<file path="config.mk">
export PLATFORM = sky130hd
export DESIGN_NAME = mips_bus_lsu
export DESIGN_NICKNAME = d
export VERILOG_FILES = /design/src/rtl/mips_bus_lsu.sv
export SDC_FILE = /design/constraint.sdc
export NUM_CORES = 1
export LEC_CHECK = 0
export BUFFER_PORTS_ARGS = -buffer_cell sky130_fd_sc_hd__buf_2
export CAP_MARGIN = 40
export CORE_ASPECT_RATIO = 1.5
export CORE_MARGIN = 5
export CORE_UTILIZATION = 50
export DETAILED_ROUTE_END_ITERATION = 6
export PLACE_DENSITY = 0.91
export SKIP_CTS_REPAIR_TIMING = 1
export SLEW_MARGIN = 20
export SYNTH_ARGS = -nofsm -noshare
export SYNTH_HDL_FRONTEND = slang
export SYNTH_SLANG_ARGS = --single-unit
export TNS_END_PERCENT = 10
</file>
<file path="constraint.sdc">
create_clock -name clk -period 4.9 [get_ports clk]
set_input_delay 1.47 -clock clk [delete_from_list [all_inputs] [get_ports clk]]
set_output_delay 1.47 -clock clk [all_outputs]
set_load 0.02 [all_outputs]
</file>
<file path="src/rtl/mips_bus_lsu.sv">
// Avalon-MM load/store unit between the multi-cycle MIPS core and the bus: lane/mask generation, load alignment and extension, wait-state timeout.
// Latency: accept at N, strobes from N+1, resp_valid at N+2 plus one cycle per stalled bus cycle; illegal requests answer at N+1.
// Backpressure: one request in flight, req_ready only in IDLE; waitrequest holds the bus phase until it drops or the optional timeout fires.
// Optional build macro LSU_ALIGN_CHECK_EN: misaligned half/word/doubleword requests are answered with an error instead of being aligned down.
module mips_bus_lsu #(
  parameter int DATA_WIDTH   = 32,
  parameter int ADDR_WIDTH   = 32,
  parameter int WAIT_TIMEOUT = 0
) (
  input  logic                    clk,
  input  logic                    reset,
  input  logic                    req_valid,
  output logic                    req_ready,
  input  logic                    req_write,
  input  logic [1:0]              req_size,
  input  logic                    req_signed,
  input  logic [ADDR_WIDTH-1:0]   req_addr,
  input  logic [DATA_WIDTH-1:0]   req_wdata,
  output logic                    resp_valid,
  output logic [DATA_WIDTH-1:0]   resp_rdata,
  output logic                    resp_err,
  output logic [ADDR_WIDTH-1:0]   address,
  output logic                    read,
  output logic                    write,
  input  logic                    waitrequest,
  output logic [DATA_WIDTH-1:0]   writedata,
  output logic [DATA_WIDTH/8-1:0] byteenable,
  input  logic [DATA_WIDTH-1:0]   readdata
);

  localparam int LANES = DATA_WIDTH / 8;
  localparam int LB    = $clog2(LANES);
  localparam int CNT_W = 16;

  typedef enum logic [1:0] {
    S_IDLE  = 2'd0,
    S_ISSUE = 2'd1,
    S_RESP  = 2'd2
  } state_e;

  state_e                  state_q, state_d;
  logic                    is_store_q, is_store_d;
  logic [1:0]              size_q, size_d;
  logic                    signed_q, signed_d;
  logic [LB-1:0]           lane_q, lane_d;
  logic [ADDR_WIDTH-1:0]   address_q, address_d;
  logic [DATA_WIDTH-1:0]   writedata_q, writedata_d;
  logic [LANES-1:0]        byteenable_q, byteenable_d;
  logic                    rd_stb_q, rd_stb_d;
  logic                    wr_stb_q, wr_stb_d;
  logic                    resp_valid_q, resp_valid_d;
  logic                    resp_err_q, resp_err_d;
  logic [DATA_WIDTH-1:0]   resp_rdata_q, resp_rdata_d;
  logic [CNT_W-1:0]        wait_cnt_q, wait_cnt_d;

  // Request decode helpers (only meaningful while IDLE)
  logic [LB-1:0]           req_lane;
  logic [LANES-1:0]        req_base_mask;
  logic                    req_illegal;

  // Load extraction helpers (only meaningful while ISSUE)
  int                      ld_bits;
  logic [DATA_WIDTH-1:0]   ld_shift;
  logic [DATA_WIDTH-1:0]   ld_mask;
  logic [DATA_WIDTH-1:0]   ld_top;
  logic                    ld_sign;
  logic [DATA_WIDTH-1:0]   ld_ext;

  // Wait counter helpers
  logic [CNT_W-1:0]        cnt_inc;
  logic                    timeout_hit;

  assign req_ready  = (state_q == S_IDLE);
  assign resp_valid = resp_valid_q;
  assign resp_err   = resp_err_q;
  assign resp_rdata = resp_rdata_q;
  assign address    = address_q;
  assign read       = rd_stb_q;
  assign write      = wr_stb_q;
  assign writedata  = writedata_q;
  assign byteenable = byteenable_q;

  // Decode the offered request: aligned lane, base byte mask and legality
  always_comb begin
    req_lane      = req_addr[LB-1:0] & ({LB{1'b1}} << req_size);
    req_base_mask = LANES'(8'h01);
    case (req_size)
      2'b00:   req_base_mask = LANES'(8'h01);
      2'b01:   req_base_mask = LANES'(8'h03);
      2'b10:   req_base_mask = LANES'(8'h0F);
      default: req_base_mask = LANES'(8'hFF);
    endcase
    // A doubleword cannot be carried by a 32-bit bus
    req_illegal = (req_size == 2'b11) && (DATA_WIDTH == 32);
`ifdef LSU_ALIGN_CHECK_EN
    req_illegal = req_illegal || (|(req_addr[2:0] & ~(3'b111 << req_size)));
`endif
  end

  // Shift the selected lanes down and extend to full width
  always_comb begin
    ld_bits = 8 << size_q;
    if (ld_bits > DATA_WIDTH) begin
      ld_bits = DATA_WIDTH;
    end
    ld_shift = readdata >> {lane_q, 3'b000};
    ld_mask  = '0;
    ld_top   = '0;
    for (int i = 0; i < DATA_WIDTH; i++) begin
      ld_mask[i] = (i < ld_bits);
      ld_top[i]  = (i == ld_bits - 1);
    end
    ld_sign = |(ld_shift & ld_top);
    // Full-width accesses are passed through untouched
    if (signed_q && ld_sign && (ld_bits < DATA_WIDTH)) begin
      ld_ext = ld_shift | ~ld_mask;
    end else begin
      ld_ext = ld_shift & ld_mask;
    end
  end

  // Saturating stall count and timeout detection
  always_comb begin
    cnt_inc     = (wait_cnt_q == {CNT_W{1'b1}}) ? wait_cnt_q : wait_cnt_q + 1'b1;
    timeout_hit = (WAIT_TIMEOUT != 0) && (cnt_inc == CNT_W'(WAIT_TIMEOUT));
  end

  // Next-state and registered-output logic for the IDLE/ISSUE/RESP sequence
  always_comb begin
    state_d      = state_q;
    is_store_d   = is_store_q;
    size_d       = size_q;
    signed_d     = signed_q;
    lane_d       = lane_q;
    address_d    = address_q;
    writedata_d  = writedata_q;
    byteenable_d = byteenable_q;
    rd_stb_d     = rd_stb_q;
    wr_stb_d     = wr_stb_q;
    resp_valid_d = 1'b0;
    resp_err_d   = 1'b0;
    resp_rdata_d = resp_rdata_q;
    wait_cnt_d   = wait_cnt_q;

    case (state_q)
      S_IDLE: begin
        if (req_valid) begin
          is_store_d = req_write;
          size_d     = req_size;
          signed_d   = req_signed;
          lane_d     = req_lane;
          wait_cnt_d = '0;
          if (req_illegal) begin
            // Answer immediately without touching the bus
            state_d      = S_RESP;
            resp_valid_d = 1'b1;
            resp_err_d   = 1'b1;
            resp_rdata_d = '0;
          end else begin
            state_d      = S_ISSUE;
            address_d    = {req_addr[ADDR_WIDTH-1:LB], {LB{1'b0}}};
            writedata_d  = req_wdata << {req_lane, 3'b000};
            byteenable_d = req_base_mask << req_lane;
            rd_stb_d     = ~req_write;
            wr_stb_d     = req_write;
          end
        end
      end

      S_ISSUE: begin
        if (!waitrequest) begin
          state_d      = S_RESP;
          rd_stb_d     = 1'b0;
          wr_stb_d     = 1'b0;
          resp_valid_d = 1'b1;
          resp_err_d   = 1'b0;
          resp_rdata_d = is_store_q ? '0 : ld_ext;
        end else begin
          wait_cnt_d = cnt_inc;
          if (timeout_hit) begin
            state_d      = S_RESP;
            rd_stb_d     = 1'b0;
            wr_stb_d     = 1'b0;
            resp_valid_d = 1'b1;
            resp_err_d   = 1'b1;
            resp_rdata_d = '0;
          end
        end
      end

      S_RESP: begin
        state_d = S_IDLE;
      end

      default: begin
        state_d  = S_IDLE;
        rd_stb_d = 1'b0;
        wr_stb_d = 1'b0;
      end
    endcase
  end

  // State and output registers with synchronous active-low reset
  always_ff @(posedge clk) begin
    if (!reset) begin
      state_q      <= S_IDLE;
      is_store_q   <= 1'b0;
      size_q       <= 2'b00;
      signed_q     <= 1'b0;
      lane_q       <= '0;
      address_q    <= '0;
      writedata_q  <= '0;
      byteenable_q <= '0;
      rd_stb_q     <= 1'b0;
      wr_stb_q     <= 1'b0;
      resp_valid_q <= 1'b0;
      resp_err_q   <= 1'b0;
      resp_rdata_q <= '0;
      wait_cnt_q   <= '0;
    end else begin
      state_q      <= state_d;
      is_store_q   <= is_store_d;
      size_q       <= size_d;
      signed_q     <= signed_d;
      lane_q       <= lane_d;
      address_q    <= address_d;
      writedata_q  <= writedata_d;
      byteenable_q <= byteenable_d;
      rd_stb_q     <= rd_stb_d;
      wr_stb_q     <= wr_stb_d;
      resp_valid_q <= resp_valid_d;
      resp_err_q   <= resp_err_d;
      resp_rdata_q <= resp_rdata_d;
      wait_cnt_q   <= wait_cnt_d;
    end
  end

endmodule

</file>
Word-level counts from Yosys, hierarchy flattened
Index checks and enable logic that the tools add are counted. Widths: inputs -> output; s select.

Bits in latches: 0. ROM bits: 0. Flip-flop bits (word level): 110. Output and inout bits: 105. Memory bits (writable): 0. Memories: 0. Input port bits: 104. Word-level logic and storage cells: 136.

Add/sub/neg operators: 1. Eq/ne operators: 39. $lt $le $gt $ge: 34. Multipliers: 0. Bitwise operators: 8. Muxes and demuxes: 23. Reduce and logical (&&, ||, !) cells: 13. Shift-type cells: 5. Div/mod/pow operators: 0.

Operators with widths (number): $eq 6x32->1 const A (16); $lt 6x32->1 const A (16); $eq 5x32->1 const A (8); $lt 5x32->1 const A (8); $mux 32 (6); $eq 4x32->1 const A (4); $lt 4x32->1 const A (4); $and 32x32->32 (2); $eq 3x32->1 const A (2); $lt 3x32->1 const A (2); $pmux 32 s2 (1); $eq 2x32->1 const A (1); $gt 32x7->1 const B (1); $logic_not 32->1 (1); $lt 1x32->1 const A (1); $lt 2x32->1 const A (1); $lt 32x7->1 const B (1); $not 32->32 (1); $or 32x32->32 (1); $reduce_or 32->1 (1); $shl 32x5->32 (1); $shl 4x2->32 const A (1); $shr 32x5->32 (1); $sub 32x2->32 const B (1); other kinds (20) (41).

Depth between registers and ports, before layout
Gate-level depths: netlist (run 1).

Word-level depth: 13. Gate-level depth with buffers: 12. Depth with buffers taken out: 10.

Worst setup path after synthesis (run 1)
Ideal clock, no wire load.

Path kind: input -> register. Start point: input port req_size[0]. End point: register resp_rdata_q[12], in the netlist resp_rdata[12]. Path buffers: 3. Library setup time: 0.122 ns. Setup slack: 2.102 ns. Stages: 7. Data required time: 4.778 ns. Arrival time: 2.676 ns. Cell sequence: clkbuf_2 nand4b_1 a21o_1 and2_0 clkbuf_1 buf_2 a221o_1.

Longest elaborated chain between the ends: 3.

Ends and longest elaborated chain: from (decl) (RTL line 15) `input logic [1:0] req_size,`; $eq 2x2->1 (RTL line 94) `req_illegal = (req_size == 2'b11) && (DATA_WIDTH == 32);`; $ne 2x1->1 (no source line); $reduce_and 4->1 (no source line); to (signal assigned) (RTL line 233) `resp_rdata_q <= resp_rdata_d;`; to (decl) (RTL line 53) `logic [DATA_WIDTH-1:0] resp_rdata_q, resp_rdata_d;`.

No other way between the ends. A chain may end at the register's enable or synchronous reset.

Worst setup path after layout (run 1)
Start point: input port req_size[1]. End point: register writedata_q[31], in the netlist writedata[31].

Longest elaborated chain between the ends: 3. Elaborated cells between the ends (all ways): 6. Those cells by class: 1 x eq/ne; 2 x shift; 2 x bitwise; 1 x reduce/logical.

Ends and longest elaborated chain: $shl 2x2->2 or $eq 2x2->1 (tied branches) (RTL line 85, 94); $and 2x2->2 or $not 1->1 (tied branches); $shl 32x5->32 or $reduce_and 3->1 (tied branches); to (signal assigned) (RTL line 227) `writedata_q <= writedata_d;`; to (decl) (RTL line 47) `logic [DATA_WIDTH-1:0] writedata_q, writedata_d;`.

Several ways; a longest one is shown, not always the timed one.

==> results.yml, run 1 <==
run_status:
  status: "complete, no violations"
sta:
  period_share: 0.635
  fin_setup_tns_ps: 0
  worst_clock_skew_ps: 8.69
  finalSetupViolCount: 0
  slew_headroom: 0.446
  tightest_slew_ps: 831
  grt_setup_unrepaired: "no"
  drv_slew: 0
  fin_ws_ps: 1790
  post-route-min-period_ps: 3110
  hold_viol: 0
  max_freq_mhz: 321
logic_synthesis:
  synth_top_area_frac: 0.437
  ys_ff_latch: 110
  syn_area_per_cell_sq_um: 8.47
  netlist_area_sq_um: 5040
  synth_ff_type: "dfxtp_1"
  synth_top_cell_by_area: "dfxtp_1"
  yosys-top-cells-area: "dfxtp_1 44%, nand2_1 9.5%, mux2i_1 9.1%"
  postSynthCellCount: 595
  ys_seq_area_frac: 0.437
  synth_edf_count: 0
  yosysUniqueCellTypes: 58
  async_flop_share: 0
  yosys_warnings: 0
min_path:
  hold_class: "reg2reg"
placed_design:
  dp_cells: 881
  place_congestion: 0.882
  port_buffers: 206
  dp_hpwl_um: 11200
  dp_slack_ps: 1460
grt:
  grt_overflow: 0
  track_usage: 0.233
  grt_max_degree: 43
  antenna_found_initial: 1
  grt_pass1_vias: 4801
  grt_pass1_wl_um: 23000
layout:
  finalNonFillerCells: 898
  drive_gt1_frac: 0.317
  layout_commonest_cell: "buf_2"
  n_fill_cell: 872
  final_cell_mix: "206 x buf_2, 127 x nand2_1, 110 x dfxtp_1"
  fin_nets: 882
  area_growth_pct: 27.1
worst_setup_path:
  r2r_setup_slack_ps: 1850
  worstSetupEndpointType: "flip-flop"
  cp_cell_sequence: "buf_2, inv_1, and3_1, buf_4, mux2i_1, o22a_1, a21oi_1"
  crit_fanout: 15
  arrival_ps: 3310
  worst_path_max_delay_cell: "and3_1"
  start_kind: "primary input"
  cpPeakStageDelay_ps: 710
  required_ps: 5090
  critical_path_class: "in2reg"
detailed_routing:
  drcViolationCount: 0
  routedWlPerCell_um: 16.7
  vias: 5034
  firstDrtPassIters: 5
  wl_um: 15000
  drt_first_iter_violations: 172
  routed_via_density: 5.61
  antenna_left: 0
floorplan:
  fp-row-count: 45
  die_w_um: 92.0
  fp.dieH_um: 133
  io_pins: 209
  core_sq_um: 10000
  initial_core_util: 0.503
  dieArea_sq_um: 12200
clocking:
  cts.clk_slew.worst_paths_ps: 70
  clock_sinks: 110
  clockBufferDepth: 2
  insertion_delay_ps: 340
  cts_inserted_buffers: 9
  tritoncts: "built"
  cts_root_buffer: "clkbuf_16"
  cts_htree_levels: 3
run:
  maxCapViolCount: 0
power_and_ir_drop:
  static-leakage-power_nw: 2.90
  vdd_ir_drop_max_mv: 0.224
  power.density_nw_per_um2: 339
==> cells by family after synthesis <==
kind of cell | after synthesis | synth area share
AO/OA/AOI/OAI | 163 | 0.215
XOR/XNOR | 4 | 0.00695
flip-flops | 110 | 0.437
other | 2 | 0.00149
buffers and inverters | 55 | 0.0529
adder cells (fa/ha/maj) | 3 | 0.00745
multiplexers | 50 | 0.100
AND/OR/NAND/NOR | 208 | 0.179
==> layout make-up <==
class                           instances  area (sq um)  area share
Antenna cell                            1          2.50    0.000391
Clock buffer                           10           239      0.0373
Clock inverter                          6          90.1      0.0141
Inverter                                6          22.5     0.00352
Multi-Input combinational cell        433          2580       0.403
Sequential cell                       110          2200       0.344
Tap cell                              117           146      0.0229
Timing Repair Buffer                  215          1120       0.175
==> worst paths after layout <==
| kind | from | endpoint | depth (start not counted) |
|---|---|---|---|
| worst max register to register | size_q[1] | resp_rdata[11] | 10 |
| worst min-delay path | address[6] | address[6] | 2 |
| worst max-delay path | req_size[1] | writedata[31] | 7 |
| worst min register to register | address[6] | address[6] | 2 |
==> critical path: cells and delay by family <==
| kind | cells | cell delay, ps |
|---|---|---|
| AND/OR/NAND/NOR | 1 | 710 |
| buffers and inverters | 3 | 630 |
| multiplexers | 1 | 260 |
| AO/OA/AOI/OAI | 2 | 230 |
==> cell usage after synthesis (all sizes together) (2+ instances only) <==
| cell type | instances |
|---|---|
| a22oi | 8 |
| nor2b | 2 |
| a221o | 8 |
| nor2 | 44 |
| xnor2 | 2 |
| and3 | 2 |
| nand2b | 7 |
| clkbuf | 28 |
| a32oi | 7 |
| a21o | 2 |
| mux2i | 46 |
| a211oi | 2 |
| nor3 | 3 |
| a311oi | 2 |
| dfxtp | 110 |
| inv | 6 |
| o21a | 8 |
| a21boi | 8 |
| nand2 | 129 |
| buf | 21 |
| and2 | 9 |
| o21ai | 34 |
| o21bai | 2 |
| mux2 | 4 |
| nand3 | 2 |
| conb | 2 |
| ha | 3 |
| a21oi | 60 |
| o22a | 15 |
| nor4 | 2 |
| xor2 | 2 |
==> report_power, final <==
part           internal, mW  leakage (nW)  switching, mW  total (mW)
Clock                 0.465         0.159          0.341       0.807
Sequential            0.942         0.897         0.0319       0.974
Combinational         0.151          1.84          0.241       0.392
Total                  1.56          2.90          0.614        2.17
==> metal layers <==
metal / global-route usage / part of all wire / up-vias
met5: 0 / 0 / -
met4: 0.101 / 0.027 / 0
met3: 0.0677 / 0.085 / 31
met2: 0.422 / 0.53 / 235
met1: 0.247 / 0.36 / 2359
li1: - / - / 2409
==> through the flow <==
stage	util	total power [mW]	instance area, sq um	hold slack [ps]
6_report	0.639	2.17	6400	452
2_1_floorplan	-	1.24	5050	448
5_1_grt	0.639	2.26	6400	472
3_3_place_gp	0.603	1.37	6050	429
4_1_cts	0.639	2.18	6400	453
3_5_place_dp	0.606	1.38	6070	443
==> flip-flops by register name, summed over array words and instances, names as in the netlist <==
register and count:
address 30, resp_valid 1, resp_err 1, read 1
lane_q 2, signed_q 1, resp_rdata 32, state_q 2
is_store_q 1, writedata 32, size_q 2, write 1
byteenable 4
(Power assumes the default switching activity.)
==> run 2, diff against run 1 <==
--- a/config.mk
+++ b/config.mk
@@ -5,13 +5,14 @@
 export SDC_FILE = /design/constraint.sdc
 export NUM_CORES = 1
 export LEC_CHECK = 0
+export ABC_AREA = 1
 export BUFFER_PORTS_ARGS = -buffer_cell sky130_fd_sc_hd__buf_2
 export CAP_MARGIN = 40
 export CORE_ASPECT_RATIO = 1.5
 export CORE_MARGIN = 5
-export CORE_UTILIZATION = 50
+export CORE_UTILIZATION = 44
 export DETAILED_ROUTE_END_ITERATION = 6
-export PLACE_DENSITY = 0.91
+export PLACE_DENSITY = 0.85
 export SKIP_CTS_REPAIR_TIMING = 1
 export SLEW_MARGIN = 20
 export SYNTH_ARGS = -nofsm -noshare
==> constraint.sdc (replaced) <==
create_clock -name clk -period 2.8 [get_ports clk]
set_input_delay 0.84 -clock clk [delete_from_list [all_inputs] [get_ports clk]]
set_output_delay 0.84 -clock clk [all_outputs]
set_load 0.02 [all_outputs]
==> results.yml, run 2 <==
run_status:
  status: "complete, no violations"
power_and_ir_drop:
  static-leakage-power_nw: 3.39
  power.density_nw_per_um2: 597
  vdd_ir_drop_max_mv: 0.389
  power_mw: 3.91
floorplan:
  die_w_um: 98.2
  fp-row-count: 48
  io_pins: 209
  initial_core_util: 0.447
  dieArea_sq_um: 14000
  fp.dieH_um: 142
  core_sq_um: 11500
clocking:
  cts_htree_levels: 3
  tritoncts: "built"
  clock_sinks: 110
  cts_inserted_buffers: 9
  insertion_delay_ps: 350
  clockBufferDepth: 2
  cts_root_buffer: "clkbuf_16"
  cts.clk_slew.worst_paths_ps: 70
worst_setup_path:
  reg2reg_from: "size_q[1]"
  crit_fanout: 33
  r2r_setup_slack_ps: 690
  start_kind: "primary input"
  worstSetupEndpointType: "flip-flop"
  critical_path_class: "in2reg"
  r2r_end: "resp_rdata[11]"
  worstRegToRegCells: 13
  arrival_ps: 2420
  crit_start: "req_size[1]"
  required_ps: 3090
detailed_routing:
  highest_layer: "met4"
  wl_met1_um: 6000
  firstDrtPassIters: 5
  wl_met2_um: 8200
  wl_um: 16200
  antenna_left: 0
  routedWlPerCell_um: 15.0
  drcViolationCount: 0
  drt_first_iter_violations: 288
  vias: 5612
  dr_wl_met3_um: 1350
  routed_via_density: 5.19
layout:
  drive_gt1_frac: 0.275
  layout_commonest_cell: "buf_2"
  postLayoutCoreUtil: 0.571
  final_cell_mix: "206 x buf_2, 177 x nand2_1, 115 x nor2_1"
  fin_nets: 1032
  area_growth_pct: 27.6
  final_area_sq_um: 6550
run:
  maxCapViolCount: 0
placed_design:
  place_area_sq_um: 6260
  dp_slack_ps: 326
  port_buffers: 206
  place_congestion: 0.892
  dp_hpwl_um: 12000
min_path:
  hp-start: "resp_rdata[14]"
  holdPathEnd: "resp_rdata[14]"
  hold_class: "reg2reg"
  holdPathStages: 2
sta:
  worst_clock_skew_ps: 9.83
  fin_setup_tns_ps: 0
  tightest_slew_ps: 625
  max_freq_mhz: 471
  fin_ws_ps: 676
  slew_headroom: 0.583
  period_share: 0.758
  hold_viol: 0
  post-route-min-period_ps: 2120
  drv_slew: 0
  grt_setup_unrepaired: "no"
  finalSetupViolCount: 0
logic_synthesis:
  async_flop_share: 0
  synth_edf_count: 0
  yosys-top-cells-area: "dfxtp_1 43%, nand2_1 13%, nor2_1 8.4%"
  syn_area_per_cell_sq_um: 6.95
  netlist_area_sq_um: 5130
  postSynthCellCount: 739
  synth_top_cell_by_area: "dfxtp_1"
  ys_seq_area_frac: 0.429
  synth_top_area_frac: 0.429
  yosysUniqueCellTypes: 31
  ys_ff_latch: 110
  yosysMostFrequentCell: "nand2_1"
  yosys_warnings: 0
  synth_ff_type: "dfxtp_1"
  yosys-top-cells-count: "177 x nand2_1, 115 x nor2_1, 110 x dfxtp_1, 64 x o21ai_0, 62 x a21oi_1"
grt:
  antenna_found_initial: 1
  grt_max_degree: 58
  track_usage: 0.224
  grt_pass1_vias: 5247
  grt_overflow: 0
  grt_pass1_wl_um: 25500
-- run 2: where the power goes --
group	total [mW]	internal [mW]	switching, mW
Clock	1.25	0.626	0.628
Sequential	1.74	1.68	0.0607
Combinational	0.919	0.309	0.609
-- run 2: through the flow --
stage | cells | hold slack (ps)
floorplan | 742 | 430
global placement | 1064 | 447
detailed placement | 1064 | 453
CTS | 1080 | 464
global route | 1081 | 482
finish | 1081 | 461
-- run 2: area by class of cell --
type | instances | area [sq um]
Antenna cell | 1 | 2.50
Clock buffer | 9 | 225
Clock inverter | 7 | 65.1
Fill cell | 1152 | 4920
Inverter | 47 | 176
Multi-Input combinational cell | 536 | 2530
Sequential cell | 110 | 2200
Tap cell | 150 | 188
Timing Repair Buffer | 221 | 1160
-- run 2: cells by family (layout without fill, tap and decap cells) --
kind of cell | Yosys count | in the layout | share of synthesized area
DFF | 110 | 110 | 0.429
adders and majority gates | 3 | 3 | 0.00731
AOI/OAI and AO/OA | 177 | 177 | 0.201
and+or+nand+nor | 347 | 347 | 0.274
buffers and inverters | 96 | 284 | 0.0792
muxes | 3 | 3 | 0.00585
xor gates and xnor gates | 1 | 1 | 0.00171
other | 2 | 6 | 0.00146
-- run 2: per-layer routing --
metal,vias up,track usage
li1,2788,-
met1,2543,0.246
met2,245,0.406
met3,36,0.0530
met4,0,0.105
met5,-,0
-- run 2: critical path: stages --
cell,delay (ps)
buf_2,120
nand2_1,110
nand2_1,160
nor2_4,60
inv_2,400
buf_4,410
nand2_1,90
o211ai_1,100
nand2_1,70
inv_1,60
-- run 2: how the worst max path moves through the flow --
stage	endpoint	cells after the start	slack, ps
finish	writedata[31]	10	680
global route	resp_rdata[8]	13	390
CTS	resp_rdata[11]	13	670
detailed placement	writedata[31]	10	330
global placement	writedata[31]	10	340
floorplan	writedata[18]	9	820
